[config.mk]
export PLATFORM = sky130hd
export DESIGN_NAME = int_rti_sequencer
export DESIGN_NICKNAME = d
export VERILOG_FILES = /design/src/rtl/int_rti_sequencer_pkg.sv /design/src/rtl/int_rti_sequencer_edge_latch.sv /design/src/rtl/int_rti_sequencer.sv
export SDC_FILE = /design/constraint.sdc
export NUM_CORES = 1
export LEC_CHECK = 0
export ABC_AREA = 1
export ABC_CLOCK_PERIOD_IN_PS = 2200
export CAP_MARGIN = 0
export CORE_UTILIZATION = 25
export CTS_CLUSTER_SIZE = 40
export DETAILED_ROUTE_END_ITERATION = 6
export GPL_ROUTABILITY_DRIVEN = 0
export PLACE_DENSITY = 0.44
export SETUP_SLACK_MARGIN = 0.05
export SYNTH_ARGS = -nofsm -noshare
export SYNTH_HDL_FRONTEND = slang
export SYNTH_HIERARCHICAL = 1
export SYNTH_SLANG_ARGS = --single-unit
[constraint.sdc]
create_clock -name clk -period 2.2 [get_ports clk]
set_input_delay 0.22 -clock clk [delete_from_list [all_inputs] [get_ports clk]]
set_output_delay 0.22 -clock clk [all_outputs]
set_load 0.1 [all_outputs]
[src/rtl/int_rti_sequencer_pkg.sv]
`default_nettype none
// ============================================================================
//  Module   : int_rti_sequencer_pkg
//  Purpose  : Shared definitions for the interrupt / RTI sequencer: FSM state
//             encodings, sequence mode, stack micro-op codes and the CCR
//             flags word layout.
//  Revision : 1.0 - initial release
// ============================================================================
package int_rti_sequencer_pkg;

    // FSM state encodings
    typedef enum logic [3:0] {
        ST_IDLE       = 4'd0,
        ST_DRAIN      = 4'd1,
        ST_PUSH_PC_HI = 4'd2,
        ST_PUSH_PC_LO = 4'd3,
        ST_PUSH_FLAGS = 4'd4,
        ST_VEC_HI     = 4'd5,
        ST_VEC_LO     = 4'd6,
        ST_POP_FLAGS  = 4'd7,
        ST_POP_PC_LO  = 4'd8,
        ST_POP_PC_HI  = 4'd9,
        ST_RESUME     = 4'd10
    } state_t;

    // Which sequence the FSM is running
    typedef enum logic {
        MODE_INT = 1'b0,
        MODE_RTI = 1'b1
    } mode_t;

    // Stack micro-op codes issued to the memory stage
    localparam logic [1:0] SP_NONE = 2'b00;   // absolute address access
    localparam logic [1:0] SP_PUSH = 2'b01;   // pre-decrement SP, then write
    localparam logic [1:0] SP_POP  = 2'b10;   // read, then post-increment SP

    // Flags word layout: bit 2 = Z, bit 1 = N, bit 0 = C; upper bits zero.
    localparam int FLAGS_W = 3;
    typedef logic [FLAGS_W-1:0] flags_t;

    function automatic logic [15:0] flags_to_word(input flags_t f);
        return {{(16-FLAGS_W){1'b0}}, f};
    endfunction

    function automatic logic is_push_state(input state_t s);
        return (s == ST_PUSH_PC_HI) || (s == ST_PUSH_PC_LO) || (s == ST_PUSH_FLAGS);
    endfunction

    function automatic logic is_pop_state(input state_t s);
        return (s == ST_POP_FLAGS) || (s == ST_POP_PC_LO) || (s == ST_POP_PC_HI);
    endfunction

    function automatic logic is_mem_state(input state_t s);
        return is_push_state(s) || is_pop_state(s) || (s == ST_VEC_HI) || (s == ST_VEC_LO);
    endfunction

endpackage
`default_nettype wire

[src/rtl/int_rti_sequencer_edge_latch.sv]
`default_nettype none
// ============================================================================
//  Module   : int_edge_latch
//  Purpose  : Registered rising-edge detector on the interrupt pin plus a
//             sticky pending flag.
//  Ports    : clk     - system clock
//             reset   - asynchronous active-low reset
//             int_pin - raw interrupt request
//             clear   - drop the pending flag (sequence has committed)
//             pending - an edge has been seen and not yet serviced
//  Revision : 1.0 - initial release
// ============================================================================
module int_edge_latch (
    input  logic clk,
    input  logic reset,
    input  logic int_pin,
    input  logic clear,
    output logic pending
);

    logic r_pin_d;
    logic r_pending;
    logic w_rise;

    assign w_rise = int_pin & ~r_pin_d;

    // A new edge coinciding with the clear must not be lost, so set wins.
    always_ff @(posedge clk or negedge reset) begin
        if (!reset) begin
            r_pin_d   <= 1'b0;
            r_pending <= 1'b0;
        end else begin
            r_pin_d <= int_pin;
            if (w_rise) begin
                r_pending <= 1'b1;
            end else if (clear) begin
                r_pending <= 1'b0;
            end
        end
    end

    assign pending = r_pending;

endmodule
`default_nettype wire

[src/rtl/int_rti_sequencer.sv]
`default_nettype none
// ============================================================================
//  Module   : int_rti_sequencer
//  Purpose  : Multi-cycle controller that takes over the EX/MEM datapath to
//             enter an interrupt handler (push PC/flags, fetch vector) or to
//             execute RTI (pop flags/PC), then redirects the PC.
//  Ports    : clk, reset (async active-low)
//             int_pin, int_en, is_rti, next_pc, flags_in   - core status in
//             mem_ready, mem_rdata                         - memory response
//             stall, flush, busy                           - pipeline control
//             mem_req, mem_we, sp_op, mem_addr, mem_wdata  - stack micro-op
//             pc_load, pc_load_val                         - PC redirect
//             flags_load, flags_val, clr_int, set_int      - CCR update
//             int_ack                                      - handler entered
//  Revision : 1.0 - initial release
// ============================================================================
module int_rti_sequencer
    import int_rti_sequencer_pkg::*;
#(
    parameter logic [31:0] VEC_ADDR     = 32'd0,
    parameter int          DRAIN_CYCLES = 3
) (
    input  logic        clk,
    input  logic        reset,
    input  logic        int_pin,
    input  logic        int_en,
    input  logic        is_rti,
    input  logic [31:0] next_pc,
    input  logic [2:0]  flags_in,
    input  logic        mem_ready,
    input  logic [15:0] mem_rdata,
    output logic        stall,
    output logic        flush,
    output logic        mem_req,
    output logic        mem_we,
    output logic [1:0]  sp_op,
    output logic [31:0] mem_addr,
    output logic [15:0] mem_wdata,
    output logic        pc_load,
    output logic [31:0] pc_load_val,
    output logic        flags_load,
    output logic [2:0]  flags_val,
    output logic        clr_int,
    output logic        set_int,
    output logic        int_ack,
    output logic        busy
);

    localparam logic [3:0] C_DRAIN_LAST = 4'(DRAIN_CYCLES - 1);

    // Sequence state
    state_t      r_state;
    mode_t       r_mode;
    logic [3:0]  r_cnt;
    logic [31:0] r_ret_pc;
    flags_t      r_saved_flags;
    logic [31:0] r_tgt;

    // Registered outputs
    logic        r_stall, r_flush, r_busy;
    logic        r_mem_req, r_mem_we;
    logic [1:0]  r_sp_op;
    logic [31:0] r_mem_addr;
    logic [15:0] r_mem_wdata;
    logic        r_pc_load, r_clr_int, r_set_int, r_int_ack;
    logic [31:0] r_pc_load_val;

    // Next-cycle values
    state_t      w_next_state;
    mode_t       w_next_mode;
    logic [3:0]  w_next_cnt;
    logic [31:0] w_next_tgt;
    logic        w_accept;
    logic        w_start;
    logic        w_pending;
    logic        w_clear_pending;
    logic [1:0]  w_sp_op;
    logic [31:0] w_mem_addr;
    logic [15:0] w_mem_wdata;

    // The pending flag drops when the INT sequence commits to its first push.
    assign w_clear_pending = (r_state == ST_DRAIN) && (r_cnt == 4'd0) && (r_mode == MODE_INT);

    int_edge_latch u_edge_latch (
        .clk     (clk),
        .reset   (reset),
        .int_pin (int_pin),
        .clear   (w_clear_pending),
        .pending (w_pending)
    );

    assign w_accept = is_mem_state(r_state) && mem_ready;
    assign w_start  = (r_state == ST_IDLE) && (w_next_state == ST_DRAIN);

    always_comb begin
        w_next_state = r_state;
        w_next_mode  = r_mode;
        w_next_cnt   = r_cnt;
        w_next_tgt   = r_tgt;
        case (r_state)
            ST_IDLE: begin
                // RTI has priority; a pending interrupt simply waits.
                if (is_rti) begin
                    w_next_state = ST_DRAIN;
                    w_next_mode  = MODE_RTI;
                    w_next_cnt   = C_DRAIN_LAST;
                end else if (w_pending && int_en) begin
                    w_next_state = ST_DRAIN;
                    w_next_mode  = MODE_INT;
                    w_next_cnt   = C_DRAIN_LAST;
                end
            end
            ST_DRAIN: begin
                if (r_cnt == 4'd0) begin
                    w_next_state = (r_mode == MODE_INT) ? ST_PUSH_PC_HI : ST_POP_FLAGS;
                end else begin
                    w_next_cnt = r_cnt - 4'd1;
                end
            end
            ST_PUSH_PC_HI: if (w_accept) w_next_state = ST_PUSH_PC_LO;
            ST_PUSH_PC_LO: if (w_accept) w_next_state = ST_PUSH_FLAGS;
            ST_PUSH_FLAGS: if (w_accept) w_next_state = ST_VEC_HI;
            ST_VEC_HI: begin
                if (w_accept) begin
                    w_next_state       = ST_VEC_LO;
                    w_next_tgt[31:16]  = mem_rdata;
                end
            end
            ST_VEC_LO: begin
                if (w_accept) begin
                    w_next_state       = ST_RESUME;
                    w_next_tgt[15:0]   = mem_rdata;
                end
            end
            ST_POP_FLAGS:  if (w_accept) w_next_state = ST_POP_PC_LO;
            ST_POP_PC_LO: begin
                if (w_accept) begin
                    w_next_state       = ST_POP_PC_HI;
                    w_next_tgt[15:0]   = mem_rdata;
                end
            end
            ST_POP_PC_HI: begin
                if (w_accept) begin
                    w_next_state       = ST_RESUME;
                    w_next_tgt[31:16]  = mem_rdata;
                end
            end
            ST_RESUME: w_next_state = ST_IDLE;
            default:   w_next_state = ST_IDLE;
        endcase
    end

    // Micro-op fields for the state being entered; held constant while the
    // state waits for mem_ready because they depend only on that state.
    always_comb begin
        w_sp_op     = SP_NONE;
        w_mem_addr  = 32'd0;
        w_mem_wdata = 16'd0;
        if (is_push_state(w_next_state)) begin
            w_sp_op = SP_PUSH;
        end else if (is_pop_state(w_next_state)) begin
            w_sp_op = SP_POP;
        end
        case (w_next_state)
            ST_PUSH_PC_HI: w_mem_wdata = r_ret_pc[31:16];
            ST_PUSH_PC_LO: w_mem_wdata = r_ret_pc[15:0];
            ST_PUSH_FLAGS: w_mem_wdata = flags_to_word(r_saved_flags);
            ST_VEC_HI:     w_mem_addr  = VEC_ADDR;
            ST_VEC_LO:     w_mem_addr  = VEC_ADDR + 32'd1;
            default:       w_mem_addr  = 32'd0;
        endcase
    end

    always_ff @(posedge clk or negedge reset) begin
        if (!reset) begin
            r_state       <= ST_IDLE;
            r_mode        <= MODE_INT;
            r_cnt         <= 4'd0;
            r_ret_pc      <= 32'd0;
            r_saved_flags <= '0;
            r_tgt         <= 32'd0;
            r_stall       <= 1'b0;
            r_flush       <= 1'b0;
            r_busy        <= 1'b0;
            r_mem_req     <= 1'b0;
            r_mem_we      <= 1'b0;
            r_sp_op       <= SP_NONE;
            r_mem_addr    <= 32'd0;
            r_mem_wdata   <= 16'd0;
            r_pc_load     <= 1'b0;
            r_pc_load_val <= 32'd0;
            r_clr_int     <= 1'b0;
            r_set_int     <= 1'b0;
            r_int_ack     <= 1'b0;
        end else begin
            r_state <= w_next_state;
            r_mode  <= w_next_mode;
            r_cnt   <= w_next_cnt;
            r_tgt   <= w_next_tgt;
            if (w_start && (w_next_mode == MODE_INT)) begin
                r_ret_pc <= next_pc;
            end
            // Flags are sampled on the last drain cycle, once older
            // instructions have retired and updated the CCR.
            if (w_clear_pending) begin
                r_saved_flags <= flags_in;
            end
            r_busy        <= (w_next_state != ST_IDLE);
            r_stall       <= (w_next_state != ST_IDLE);
            r_flush       <= (w_next_state == ST_DRAIN) && (w_next_cnt == 4'd0);
            r_clr_int     <= w_start && (w_next_mode == MODE_INT);
            r_mem_req     <= is_mem_state(w_next_state);
            r_mem_we      <= is_push_state(w_next_state);
            r_sp_op       <= w_sp_op;
            r_mem_addr    <= w_mem_addr;
            r_mem_wdata   <= w_mem_wdata;
            r_pc_load     <= (w_next_state == ST_RESUME);
            r_pc_load_val <= (w_next_state == ST_RESUME) ? w_next_tgt : 32'd0;
            r_int_ack     <= (w_next_state == ST_RESUME) && (r_mode == MODE_INT);
            r_set_int     <= (w_next_state == ST_RESUME) && (r_mode == MODE_RTI);
        end
    end

    // Flag restore must land in the same cycle the popped word is accepted,
    // so it is taken straight from the memory response.
    assign flags_load  = (r_state == ST_POP_FLAGS) && mem_ready;
    assign flags_val   = flags_load ? mem_rdata[FLAGS_W-1:0] : '0;

    assign stall       = r_stall;
    assign flush       = r_flush;
    assign busy        = r_busy;
    assign mem_req     = r_mem_req;
    assign mem_we      = r_mem_we;
    assign sp_op       = r_sp_op;
    assign mem_addr    = r_mem_addr;
    assign mem_wdata   = r_mem_wdata;
    assign pc_load     = r_pc_load;
    assign pc_load_val = r_pc_load_val;
    assign clr_int     = r_clr_int;
    assign set_int     = r_set_int;
    assign int_ack     = r_int_ack;

endmodule
`default_nettype wire
Yosys cells after proc, flatten, opt, wreduce, memory -nomap -nowiden
Index checks and enable logic that the tools add are counted.
- flip-flop bits (word level): 168
- reduce and logical (&&, ||, !) cells: 32
- equality and inequality tests: 19
- $add $sub $neg: 1
- multiplexer cells: 31
- bitwise gates (word level): 4
- operators with widths (operator ; number):
    $mux 16 ; 4
    $mux 4 ; 13
    $pmux 16 s3 ; 1
    $pmux 4 s9 ; 1
    $eq 4x3->1 const B ; 8
    $mux 32 ; 1
    $eq 4x4->1 const B ; 5
    $eq 4x2->1 const B ; 4
    $logic_or 1x1->1 ; 14
    $logic_not 4->1 ; 3
    $logic_and 1x1->1 ; 10
    $eq 4x1->1 const B ; 2
    $pmux 4 s2 ; 1
    $mux 1 ; 6
    $mux 3 ; 2
    $reduce_or 2->1 ; 3
    $mux 2 ; 2
    $reduce_bool 4->1 ; 1
    $sub 4x1->4 const B ; 1
    $not 1->1 ; 3
    $reduce_bool 2->1 ; 1
    $and 1x1->1 ; 1

Depth between registers and ports, before layout
- depth in word-level cells: 15
- gate-level depth with buffers: 14
- depth with buffers taken out: 13

Modules after synthesis
The synthesis kept the hierarchy.
- by module, submodules not included (module ; cells an instance ; seq. area each (µm²) ; times used ; area each (µm²)):
    int_rti_sequencer ; 648 ; 3353.2 ; 1 ; 5730.5
    int_edge_latch ; 7 ; 50.0 ; 1 ; 68.8

Worst setup path before layout
Ideal clock, no wire load.
- kind: register to output
- from: register r_state[3]
- to: output flags_val[0]
- stages on the path, launching flop included: 6
- path slack: -0.148 ns
- required time: 1.980 ns
- buffers on the path: 0
- data arrival time: 2.128 ns
- cells stage by stage: dfrtp_1 inv_2 nand2_1 nor2_1 nand2_1 nor2_1
- cells in the longest elaborated chain, start to end: 3
- RTL lines (item ; line ; RTL):
    start, declared ; int_rti_sequencer.sv:52 ; state_t r_state;
    start signal, assigned ; int_rti_sequencer.sv:196 ; r_state <= w_next_state;
    $eq 4x3->1 ; int_rti_sequencer.sv:226 ; assign flags_load = (r_state == ST_POP_FLAGS) && mem_ready;
    $logic_and 1x1->1 ; int_rti_sequencer.sv:226 ;
    $mux 3 ; int_rti_sequencer.sv:227 ; assign flags_val = flags_load ? mem_rdata[FLAGS_W-1:0] : '0;
    end, declared ; int_rti_sequencer.sv:42 ; output logic [2:0] flags_val,
No other way between the ends.

Final worst setup path
Ends and elaborated chain as after synthesis.

==> results_dict.tcl <==
set metrics [dict create \
    status "completed" \
    htreeDepth 4 \
    multi_input_area_um2 1742 \
    grt_pass1_vias 4586 \
    die_h_um 154.3 \
    antenna_found_initial 0 \
    crit_path_end_kind "output pin" \
    die_x_um 154.3 \
    avgViaCountPerCell 3.944 \
    yosys.area_share.simple 0.2188 \
    dr_total_vias 4275 \
    overflow 0 \
    power_per_cell_area_nw_per_um2 1464 \
    cp.required_ns 1.98 \
    yosysUniqueCellTypes 35 \
    finalNetCount 844 \
    numCtsBuffers 17 \
    drc 0 \
    fin_crit_sh 0.9127 \
    worstSkewPairLatency_ns 0.41 \
    synth_xor_area_frac 0.003020 \
    vdd_ir_drop_max_mv 0.4686 \
    arrival_ns 1.79 \
    totalWireLength_um 13740 \
    slew_viol_final 0 \
    drt-wirelength-per-cell_um 12.67 \
    synth-compound-area-share 0.05372 \
    rows 55 \
    ys_ff_latch 136 \
    slew_headroom 0.6346 \
    leakage_nw 4.308 \
    dieArea_um2 23810 \
    tightest_slew_ns 0.5475 \
    clock-sinks 136 \
    synthAdderAreaFrac 0.002157 \
    portBuffers 120 \
    grt_usage 0.1261 \
    avgSynthCellArea_um2 8.854 \
    cts_tree "yes" \
    n_fill_cell 2365 \
    grt_pass1_wl_um 23210 \
    drt-initial-drc-count 202 \
    initial_core_util 0.2554 \
    maxCapViolations 0 \
    antenna_cells 0 \
    synth_seq_area_share 0.5868 \
    yosys_warnings 6 \
    hp-class "in2reg" \
    fmax_ghz 0.4980 \
    syn-instance-count 655 \
    synth_mux_area_frac 0 \
    hold_violations 0 \
    rsz0062_at_grt "true" \
    drive_gt1_frac 0.1852 \
    clock_path_buffers 2 \
    dp_slack_ns 0.006124 \
    io_pins 152 \
    synth_area_um2 5799 \
    hold_depth 1 \
    critical_path_class "reg2out" \
    seq_area_um2 3403 \
    synth_top_family_by_area "simple AND/OR/NAND/NOR gates" \
    clockRootBuffer "clkbuf_16" \
    period_minus_slack_ns 2.008 \
    grt_max_degree 53 \
    clk_pin_slew_ns 0.06 \
    finalSetupViolations 0 \
    dp_hpwl_um 9656 \
    setup_slack_ns 0.1920 \
    antenna_left 0 \
    rr_worst_depth 7 \
    path_max_fanout 6 \
    utilization 0.3442 \
    fin_skew_ns 0.009547 \
    first_pass_iters 4 \
    areaGrowthSynthToFinish_pct 34.80 \
    start_kind "flip-flop" \
    core_area_um2 22710 \
]
==> per-layer routing <==
metal,vias to the layer above,share of wire,routed length [um],GRT usage
met5,-,0,0,0
met4,0,0.0083,114,0.03772
met3,12,0.047,648,0.03699
met2,124,0.45,6213,0.2000
met1,1955,0.49,6758,0.1661
li1,2184,-,-,-
==> layout by cell type (no fill, tap or decap), drive strengths merged <==
cell type	Yosys	final
xor2	1	1
xnor2	1	1
inv	113	115
o22ai	16	16
nand3b	1	1
buf	48	78
or2	2	2
nor3	1	1
nand2	182	182
ha	1	1
a22oi	14	14
o21ai	8	8
bufinv	0	4
clkdlybuf4s50	0	55
nand3	34	34
a31o	1	1
dlygate4sd3	0	1
nor2	79	79
dfrtp	136	136
clkbuf	4	17
conb	1	31
clkinv	1	8
o21a	1	1
clkinvlp	0	2
a21oi	7	7
nand4	3	3
==> power breakdown <==
part	leakage, nW	internal [mW]	switching (mW)
sequential	1.75	3.30	0.363
clock	0.307	1.90	1.11
combinational	2.26	1.22	3.55
total	4.31	6.42	5.03
==> per-stage QoR <==
| stage | hold WS, ns | cells | cell area, um^2 | power (mW) | TNS (ns) |
|---|---|---|---|---|---|
| after floorplan | -0.07559 | 685 | 5912 | 7.337 | -0.4429 |
| after global placement | 0.1739 | 1049 | 7118 | 8.440 | 0 |
| after detailed placement | 0.1706 | 1049 | 7118 | 8.456 | 0 |
| after CTS | 0.2783 | 1082 | 7754 | 11.54 | 0 |
| after global routing | 0.2982 | 1084 | 7818 | 12.25 | 0 |
| final | 0.2931 | 1084 | 7818 | 11.44 | 0 |
==> state kept, by name (all words and copies together) (netlist names), 2 cells and up <==
| name | cells |
|---|---|
| r_cnt | 4 |
| pc_load_val | 32 |
| r_state | 4 |
| mem_wdata | 16 |
| r_tgt | 32 |
| sp_op | 2 |
| r_ret_pc | 32 |
| r_saved_flags | 3 |
==> cells in the mapped netlist <==
master    instances  area, um^2
nor2_4            2       22.52
inv_4             1       6.260
nand4_1           3       18.77
a21oi_2           1       8.760
xor2_1            1       8.760
a21oi_1           5       25.02
nor2_1           71       266.5
a22oi_1          14       105.1
ha_1              1       12.51
nand2_2           5       31.28
nand3b_1          1       7.510
clkbuf_1          4       15.01
buf_6             1       11.26
o21ai_1           2       10.01
buf_1             1       3.750
o21a_1            1       7.510
nor2_2            6       37.54
o21ai_0           6       30.03
nor3_1            1       5.000
xnor2_1           1       8.760
inv_1           103       386.6
nand2_4           3       33.78
dfrtp_1         136        3403
inv_2             9       33.78
clkinv_2          1       5.000
buf_4            36       270.3
buf_2            10       50.05
or2_2             2       12.51
conb_1            1       3.750
nand2_1         174       653.1
nand3_2           2       20.02
o22ai_1          16       100.1
a21oi_4           1       16.27
nand3_1          32       160.2
a31o_2            1       8.760
==> path summary, 6_finish.rpt <==
path / start / endpoint / slack (ns)
setup reg to reg: r_state[2]$_DFF_PN0_ / pc_load_val[25]$_DFF_PN0_ / 0.27
max in group asynchronous: reset / pc_load_val[28]$_DFF_PN0_ / 1.24
setup / recovery: r_state[3]$_DFF_PN0_ / flags_val[0] / 0.19
hold / removal: int_pin / u_edge_latch/r_pin_d$_DFF_PN0_ / 0.29
min in group asynchronous: reset / pc_load_val[14]$_DFF_PN0_ / 0.30
hold reg to reg: r_ret_pc[29]$_DFFE_PN0P_ / r_ret_pc[29]$_DFFE_PN0P_ / 0.47
==> kinds of logic (layout without fill, tap and decap cells) <==
kind of cell	after synthesis	in the layout
XOR/XNOR	2	2
adder cells (fa/ha/maj)	1	1
other	1	31
flip-flops	136	136
AND/OR/NAND/NOR	302	302
AO/OA/AOI/OAI	47	47
buffers and inverters	166	280
==> worst max-delay path, cell delays in order, from the launching register on <==
cell and delay (ns):
dfrtp_1 0.43, inv_2 0.13, nand2_1 0.14, nor2_2 0.16, nand2_2 0.12, nor2_1 0.19, buf_12 0.20
==> area by class of cell <==
type / count / area share
Clock buffer: 17 / 0.05442
Multi-Input combinational cell: 383 / 0.2228
Inverter: 114 / 0.05586
Clock inverter: 15 / 0.02561
Timing Repair Buffer: 134 / 0.1604
Tap cell: 285 / 0.04561
Sequential cell: 136 / 0.4353
==> repair_timing <==
item / 4_1_cts / 5_1_grt
hold buffers: 1 / 0
buffers inserted: 0 / 2
hold endpoints to repair: 38 / 0
endpoints found under the setup margin: 3 / 56
resized for setup: 0 / 8
pin swaps: 0 / 1
(Power assumes the default switching activity.)
